$ cat src/rtl/wbdbgbus_pkg.sv
// Shared debug-bus definitions: command widths, the assembled command
// layout, the executor opcode set and the assembler byte-index states.
package wbdbgbus_pkg;

  localparam int CMD_W         = 36;
  localparam int OPC_W         = 4;
  localparam int DATA_W        = 32;
  localparam int BYTES_PER_CMD = 5;

  typedef struct packed {
    logic [3:0]  opcode;
    logic [31:0] data;
  } wbdbgbus_cmd_t;

  typedef enum logic [3:0] {
    OPC_NOP      = 4'h0,
    OPC_SET_ADDR = 4'h1,
    OPC_READ     = 4'h2,
    OPC_WRITE    = 4'h3,
    OPC_SET_INCR = 4'h4,
    OPC_RESET    = 4'hF
  } wbdbgbus_opcode_e;

  // Byte index of the command being assembled; the name tells which
  // field the next accepted byte lands in.
  typedef enum logic [2:0] {
    IDX_OPC = 3'd0,
    IDX_D3  = 3'd1,
    IDX_D2  = 3'd2,
    IDX_D1  = 3'd3,
    IDX_D0  = 3'd4
  } byte_idx_e;

endpackage

$ cat src/rtl/wbdbgbus_gap_timer.sv
// Clearable saturating idle counter. o_expire is high for the single cycle
// in which the count equals LIMIT-1; the count then parks at LIMIT until
// cleared, so it never wraps.
module wbdbgbus_gap_timer #(
  parameter int LIMIT = 2
) (
  input  logic i_clk,
  input  logic i_rst,
  input  logic i_clr,
  output logic o_expire
);

  localparam int CNT_W = $clog2(LIMIT + 1);
  localparam logic [CNT_W-1:0] CNT_MAX = CNT_W'(LIMIT);
  localparam logic [CNT_W-1:0] CNT_EXP = CNT_W'(LIMIT - 1);

  logic [CNT_W-1:0] cnt_q;

  // Count idle cycles, clear on request, hold at LIMIT.
  always_ff @(posedge i_clk or posedge i_rst) begin
    if (i_rst) begin
      cnt_q <= '0;
    end else if (i_clr) begin
      cnt_q <= '0;
    end else if (cnt_q != CNT_MAX) begin
      cnt_q <= cnt_q + 1'b1;
    end
  end

  assign o_expire = (cnt_q == CNT_EXP);

endmodule

$ cat src/rtl/wbdbgbus_cmd_assembler.sv
// Debug-bus command assembler: packs five UART bytes (opcode, then data
// MSB first) into one 36-bit command on a valid/ready output.
// Optional inter-byte gap timer: define WBDBGBUS_CMD_TIMEOUT_EN.
//
// state   | meaning
// IDX_OPC | idle, next byte is the opcode (low nibble kept)
// IDX_D3  | next byte is data[31:24]
// IDX_D2  | next byte is data[23:16]
// IDX_D1  | next byte is data[15:8]
// IDX_D0  | next byte is data[7:0], completes the command
module wbdbgbus_cmd_assembler
  import wbdbgbus_pkg::*;
#(
  parameter int CLK_FREQ     = 250000,
  parameter int BAUD         = 9600,
  parameter int TIMEOUT_CLKS = 20 * (CLK_FREQ / BAUD)
) (
  input  logic              i_clk,
  input  logic              i_rst,
  input  logic [7:0]        i_rx_data,
  input  logic              i_rx_valid,
  output logic [CMD_W-1:0]  o_cmd,
  output logic              o_cmd_valid,
  input  logic              i_cmd_ready,
  output logic              o_busy,
  output logic              o_overflow,
  output logic              o_timeout
);

  if (TIMEOUT_CLKS < 2) begin : g_bad_timeout
    $error("TIMEOUT_CLKS must be at least 2");
  end

  byte_idx_e     state_q, state_d;
  logic          take_opc, take_data, complete;
  logic          rx_expire;
  logic          cmd_free;
  logic [3:0]    opcode_q;
  logic [23:0]   data_q;   // first three data bytes; the last goes straight to o_cmd
  wbdbgbus_cmd_t cmd_q;
  logic          cmd_valid_q, busy_q, ovf_q;

`ifdef WBDBGBUS_CMD_TIMEOUT_EN
  logic timer_expire;
  logic to_q;

  wbdbgbus_gap_timer #(
    .LIMIT (TIMEOUT_CLKS)
  ) u_gap_timer (
    .i_clk    (i_clk),
    .i_rst    (i_rst),
    .i_clr    (i_rx_valid || (state_q == IDX_OPC)),
    .o_expire (timer_expire)
  );

  assign rx_expire = timer_expire && (state_q != IDX_OPC);

  // Register the expiry into a one-cycle timeout pulse.
  always_ff @(posedge i_clk or posedge i_rst) begin
    if (i_rst) to_q <= 1'b0;
    else       to_q <= rx_expire;
  end

  assign o_timeout = to_q;
`else
  assign rx_expire = 1'b0;
  assign o_timeout = 1'b0;
`endif

  // Byte-index state register.
  always_ff @(posedge i_clk or posedge i_rst) begin
    if (i_rst) state_q <= IDX_OPC;
    else       state_q <= state_d;
  end

  // Next byte index and byte steering; an expiry restarts the command and
  // a byte arriving in that same cycle becomes the new opcode.
  always_comb begin
    state_d   = state_q;
    take_opc  = 1'b0;
    take_data = 1'b0;
    complete  = 1'b0;
    if (rx_expire) begin
      take_opc = i_rx_valid;
      state_d  = i_rx_valid ? IDX_D3 : IDX_OPC;
    end else if (i_rx_valid) begin
      unique case (state_q)
        IDX_OPC: begin take_opc  = 1'b1; state_d = IDX_D3;  end
        IDX_D3:  begin take_data = 1'b1; state_d = IDX_D2;  end
        IDX_D2:  begin take_data = 1'b1; state_d = IDX_D1;  end
        IDX_D1:  begin take_data = 1'b1; state_d = IDX_D0;  end
        IDX_D0:  begin complete  = 1'b1; state_d = IDX_OPC; end
        default: state_d = IDX_OPC;
      endcase
    end
  end

  assign cmd_free = !cmd_valid_q || i_cmd_ready;

  // Byte capture, output register, valid handshake and status flags.
  always_ff @(posedge i_clk or posedge i_rst) begin
    if (i_rst) begin
      opcode_q    <= '0;
      data_q      <= '0;
      cmd_q       <= '0;
      cmd_valid_q <= 1'b0;
      busy_q      <= 1'b0;
      ovf_q       <= 1'b0;
    end else begin
      busy_q <= (state_d != IDX_OPC);
      ovf_q  <= complete && !cmd_free;
      if (take_opc)  opcode_q <= i_rx_data[3:0];
      if (take_data) data_q   <= {data_q[15:0], i_rx_data};
      if (complete && cmd_free) begin
        cmd_q.opcode <= opcode_q;
        cmd_q.data   <= {data_q, i_rx_data};
        cmd_valid_q  <= 1'b1;
      end else if (cmd_valid_q && i_cmd_ready) begin
        cmd_valid_q  <= 1'b0;
      end
    end
  end

  assign o_cmd       = cmd_q;
  assign o_cmd_valid = cmd_valid_q;
  assign o_busy      = busy_q;
  assign o_overflow  = ovf_q;

endmodule

$ cat config.mk
export PLATFORM = sky130hd
export DESIGN_NAME = wbdbgbus_cmd_assembler
export DESIGN_NICKNAME = d
export VERILOG_FILES = /design/src/rtl/wbdbgbus_pkg.sv /design/src/rtl/wbdbgbus_gap_timer.sv /design/src/rtl/wbdbgbus_cmd_assembler.sv
export SDC_FILE = /design/constraint.sdc
export NUM_CORES = 1
export LEC_CHECK = 0
export ABC_CLOCK_PERIOD_IN_PS = 2450
export CAP_MARGIN = 20
export CORE_MARGIN = 10
export CORE_UTILIZATION = 53
export CTS_BUF_LIST = sky130_fd_sc_hd__clkbuf_4 sky130_fd_sc_hd__clkbuf_8
export DETAILED_ROUTE_END_ITERATION = 16
export PLACE_DENSITY = 0.82
export SYNTH_ARGS = -nofsm -noshare
export SYNTH_HDL_FRONTEND = slang
export SYNTH_SLANG_ARGS = --single-unit
$ cat constraint.sdc
create_clock -name i_clk -period 2.45 [get_ports i_clk]
set_input_delay 0.49 -clock i_clk [delete_from_list [all_inputs] [get_ports i_clk]]
set_output_delay 0.49 -clock i_clk [all_outputs]
set_load 0.02 [all_outputs]
## Word-level counts from Yosys, hierarchy flattened

Index checks and enable logic that the tools add are counted.

| cells by class | value |
|---|---|
| shift operators | 0 |
| reductions and logical operators | 10 |
| order comparisons | 0 |
| divide/modulo/power cells | 0 |
| mux-type cells | 10 |
| $mul | 0 |
| eq/ne operators | 4 |
| add/subtract/negate cells | 0 |
| bitwise logic cells | 0 |

Operators with widths:

| kind | count |
|---|---|
| 3-bit one-hot mux with 4 select lines | 1 |
| 1-bit two-way mux | 8 |
| 3-bit by 2-bit == test with 1-bit output (second input constant) | 2 |
| 3-bit by 1-bit == test with 1-bit output (second input constant) | 1 |
| 3-bit == test (second input constant) | 1 |
| 1-bit logical AND | 3 |
| 3-bit logical NOT | 1 |
| 3-bit two-way mux | 1 |
| 3-bit nonzero test | 1 |
| 3-bit OR reduction | 1 |
| 1-bit logical NOT | 2 |
| 2-bit nonzero test | 1 |
| 1-bit logical OR | 1 |

| word-level totals | value |
|---|---|
| register bits after elaboration | 70 |
| RAM bits | 0 |
| memory bits (read-only) | 0 |
| bits of input ports | 12 |
| memories kept | 0 |
| bits in latches | 0 |
| output and inout port bits | 40 |

## Logic depth before layout (Yosys ltp)

| depth | value |
|---|---|
| depth after elaboration | 5 |
| mapped depth | 5 |
| depth with buffers taken out | 3 |

## Worst setup path before layout

No wires, ideal clock.

| timing path | value |
|---|---|
| path kind | input-to-reg |
| start point | input port i_rx_valid |
| end point | register data_q[0] |
| cell stages on the path | 5 |
| arrival | 1508 ps |
| path buffers | 2 |
| library setup time | 125 ps |
| path slack | 817 ps |
| required time | 2325 ps |
| cell sequence | buf_2 -> nand2b_1 -> nor2_2 -> buf_6 -> mux2_2 |

| between the ends | value |
|---|---|
| cells in the longest elaborated chain, start to end | 1 |

Ends and longest elaborated chain:

| element | RTL line | RTL |
|---|---|---|
| start: declaration | wbdbgbus_cmd_assembler.sv:21 | `input logic i_rx_valid,` |
| 1-bit two-way mux | wbdbgbus_cmd_assembler.sv:86 | `end else if (i_rx_valid) begin` |
| end signal: assignment | wbdbgbus_cmd_assembler.sv:113 | `if (take_data) data_q <= {data_q[15:0], i_rx_data};` |
| end: declaration | wbdbgbus_cmd_assembler.sv:39 | `logic [23:0] data_q;` |

No other way between the ends.
A chain may end at the register's enable or synchronous reset.

## Worst setup path after layout

| timing path | value |
|---|---|
| start point | input port i_rx_valid |
| end point | register cmd_q (netlist bit o_cmd[27]) |

| between the ends | value |
|---|---|
| cells in the longest elaborated chain, start to end | 2 |

Ends and longest elaborated chain:

| element | RTL line | RTL |
|---|---|---|
| 1-bit two-way mux | wbdbgbus_cmd_assembler.sv:86 |  |
| 1-bit logical AND | wbdbgbus_cmd_assembler.sv:114 | `if (complete && cmd_free) begin` |
| end: declaration | wbdbgbus_cmd_assembler.sv:40 | `wbdbgbus_cmd_t cmd_q;` |

No other way between the ends.

==> run_results.csv <==
group,metric,value,unit
power_and_ir_drop,pwr-share-seq,42.4,%
clock_network,htreeDepth,3,
timing,rsz0062_at_grt,"no",
synthesis,yosys_warnings,0,
power_and_ir_drop,report.power.total,4870,uW
synthesis,synth_top_cells_by_area,"dfrtp_1, mux2_2, buf_6",
cells_and_area,finalNonFillerCells,291,
placed_design,port-buffer-count,50,
timing,fmax,472,MHz
critical_path,crit_arrival,2330,ps
synthesis,synth.largest_area_cell,"dfrtp_1",
grt,grt_antenna_before_repair,0,
synthesis,synth_seq_cells,70,
status,run_status,"complete, no violations",
grt,globalRouteMet2Util,20.7,%
routing,drt-vias-per-instance,5.14,
routing,detail_route.iter0.violations,40,
power_and_ir_drop,cellInternalPower,3300,uW
clock_network,clk-insertion-delay-late,330,ps
routing,post-route-drc-count,0,
timing,timing.final.setup_violations,0,
cells_and_area,area.growth.synth_to_final,28.3,%
synthesis,synth_fp_nets,176,
routing,route.detailed.wl_per_inst,17.6,um
placed_design,dpl-instance-area,3260,um^2
placed_design,dp_worst_setup_slack,-17.7,ps
cells_and_area,final_core_util,71.9,%
timing,fin_skew,4.82,ps
grt,globalRouteTotalUtil,12.9,%
floorplan,fp.coreArea,4820,um^2
power_and_ir_drop,worst_ir_drop_vdd,761,uV
power_and_ir_drop,power.share.switching,32.3,%
grt,grt_first_pass_wirelength,8570,um
grt,grt_pass1_vias,1688,
clock_network,clk_pin_slew_worst_paths,70,ps
floorplan,io-pin-count,52,
placed_design,placed_cells_incl_taps,275,
grt,layer_with_the_highest_usage,"met2",
run,cap_violations,0,
timing,fin_crit_sh,86.5,%
clock_network,cts-buffers-inserted,9,
worst_hold_path,worstHoldPathType,"reg -> reg",
synthesis,yosysUniqueCellTypes,20,
clock_network,holdBufCountCts,0,
floorplan,die_area,8350,um^2
floorplan,fp.dieW,91.4,um
power_and_ir_drop,comb_power_share,38.6,%
routing,vias,1496,
critical_path,path_max_fanout,36,
grt,gr-usage-met3,6.09,%
power_and_ir_drop,leakagePower,0.00151,uW
floorplan,die_y,91.4,um
cells_and_area,nets,231,
synthesis,synth-seq-area-share,64.9,%
timing,timing.final.ws_setup,331,ps
floorplan,num_rows,25,
grt,groute.layer.met1.usage,14.5,%
cells_and_area,layout-drive-gt1-share,37.1,%
power_and_ir_drop,power_frac_clock,19.0,%
grt,grt_start_max_net_pins,37,
power_and_ir_drop,netSwitchingPower,1570,uW
routing,postRouteAntennaNets,0,
clock_network,ctsLongestPathBuffers,2,
critical_path,end_kind,"register",
placed_design,gp_congestion,0.742,
routing,routed_wire_length,5120,um
clock_network,cts-root-buf,"clkbuf_8",
placed_design,place_hpwl,3570,um
clock_network,clock_tree_from_tritoncts,"done",
synthesis,synthesis.area,2700,um^2
power_and_ir_drop,pwr_density_cell,1410,nW/um^2
grt,residual_overflow_from_global_routing,0,
clock_network,resized_after_cts,0,
timing,final-max-slew-violation-count,0,
floorplan,initial_core_util,56.0,%
synthesis,synth.top_cell.area_share,64.9,%
cells_and_area,fin_area,3460,um^2
routing,drt_first_pass_iters,5,
cells_and_area,n_antenna_cell,0,
critical_path,startpoint_type,"primary input",
synthesis,netlist_instances,164,
synthesis,avgSynthCellArea,16.5,um^2
clock_network,clock_sinks,70,
critical_path,worst-setup-path-type,"in -> reg",
timing,maxSlewHeadroom,53.3,%
critical_path,worst_ep_required_time,2660,ps
timing,max_slew.worst_pin.slew,699,ps
timing,post-route-min-period,2120,ps
timing,endpoints_failing_hold,0,
clock_network,post-cts-setup-buffers,0,
==> worst max-delay path: stages <==
cell and delay, ps:
clkdlybuf4s50_1 670, nand4_4 610, mux2_1 540
==> Yosys cell counts <==
master	count
a32o_1	1
inv_1	1
conb_1	1
mux2_2	59
mux2_1	6
buf_2	2
nand2_1	2
buf_4	1
nor3_2	1
dfrtp_1	70
a21oi_1	1
nor4_1	1
o21ai_0	2
nand4_4	1
nand3_1	1
nor2_4	1
nor2_1	3
buf_6	6
nand2b_1	3
nor2_2	1
==> power groups by stage <==
stage | logic, uW | registers, uW | clock network [uW]
6_report | 1880 | 2060 | 926
5_1_grt | 2010 | 2140 | 1000
4_1_cts | 1920 | 2070 | 944
3_5_place_dp | 1900 | 2090 | 0
3_3_place_gp | 1840 | 2040 | 0
2_1_floorplan | 837 | 2320 | 0
==> worst paths after layout <==
kind / startpoint / to / slack (ps) / cells after the start
worst max-delay path: i_rx_valid / o_cmd[27]$_DFFE_PP0P_ / 330 / 3
worst min-delay path: data_q[23]$_DFFE_PP0P_ / o_cmd[31]$_DFFE_PP0P_ / 500 / 1
worst max register to register: state_q[0]$_DFF_PP0_ / o_cmd[27]$_DFFE_PP0P_ / 500 / 3
worst min register to register: data_q[23]$_DFFE_PP0P_ / o_cmd[31]$_DFFE_PP0P_ / 500 / 1
max in group asynchronous: i_rst / o_cmd[29]$_DFFE_PP0P_ / 1370 / 3
min in group asynchronous: i_rst / opcode_q[3]$_DFFE_PP0P_ / 550 / 2
==> sequential cells by signal, summed over array words and instances (netlist names) <==
| signal | count |
|---|---|
| data_q | 24 |
| o_busy | 1 |
| o_overflow | 1 |
| opcode_q | 4 |
| o_cmd_valid | 1 |
| state_q | 3 |
| o_cmd | 36 |
==> routing by layer <==
layer	share of wire, %	vias to the layer above
li1	-	684
met1	42	766
met2	49	39
met3	6.9	7
met4	1.4	0
met5	0	-
==> placed cells by master (no fill, tap or decap) <==
master,instances
a21oi_1,1
a32o_1,1
buf_12,3
bufinv_16,1
clkbuf_4,1
clkbuf_8,11
clkdlybuf4s50_1,50
clkinv_2,3
conb_1,1
dfrtp_1,70
inv_2,1
mux2_1,6
mux2_2,59
nand2_1,2
nand2b_1,3
nand3_1,1
nand4_4,1
nor2_1,3
nor2_2,1
nor2_4,1
nor3_2,1
nor4_1,1
o21ai_0,2
==> cells by family after synthesis <==
kind of cell	share of synthesized area (%)
other cells	0.139
simple gates	3.62
compound gates	0.927
flops	64.9
buf+inv	3.29
mux	27.1
==> stage by stage <==
step	setup TNS [ps]	hold WS, ps
after floorplan	0	454
after global placement	0	467
after detailed placement	-52.0	476
after CTS	0	495
after global routing	0	513
final	0	497
==> cell type report <==
type | instances | area (um^2)
clock inverters | 4 | 45.0
multi-input cells | 84 | 858
well taps | 67 | 83.8
flip-flops and latches | 70 | 1750
fillers | 333 | 1360
inverters | 1 | 3.75
repair buffers | 53 | 561
clock buffers | 12 | 159
No activity file was read; power rests on OpenSTA's default activity.
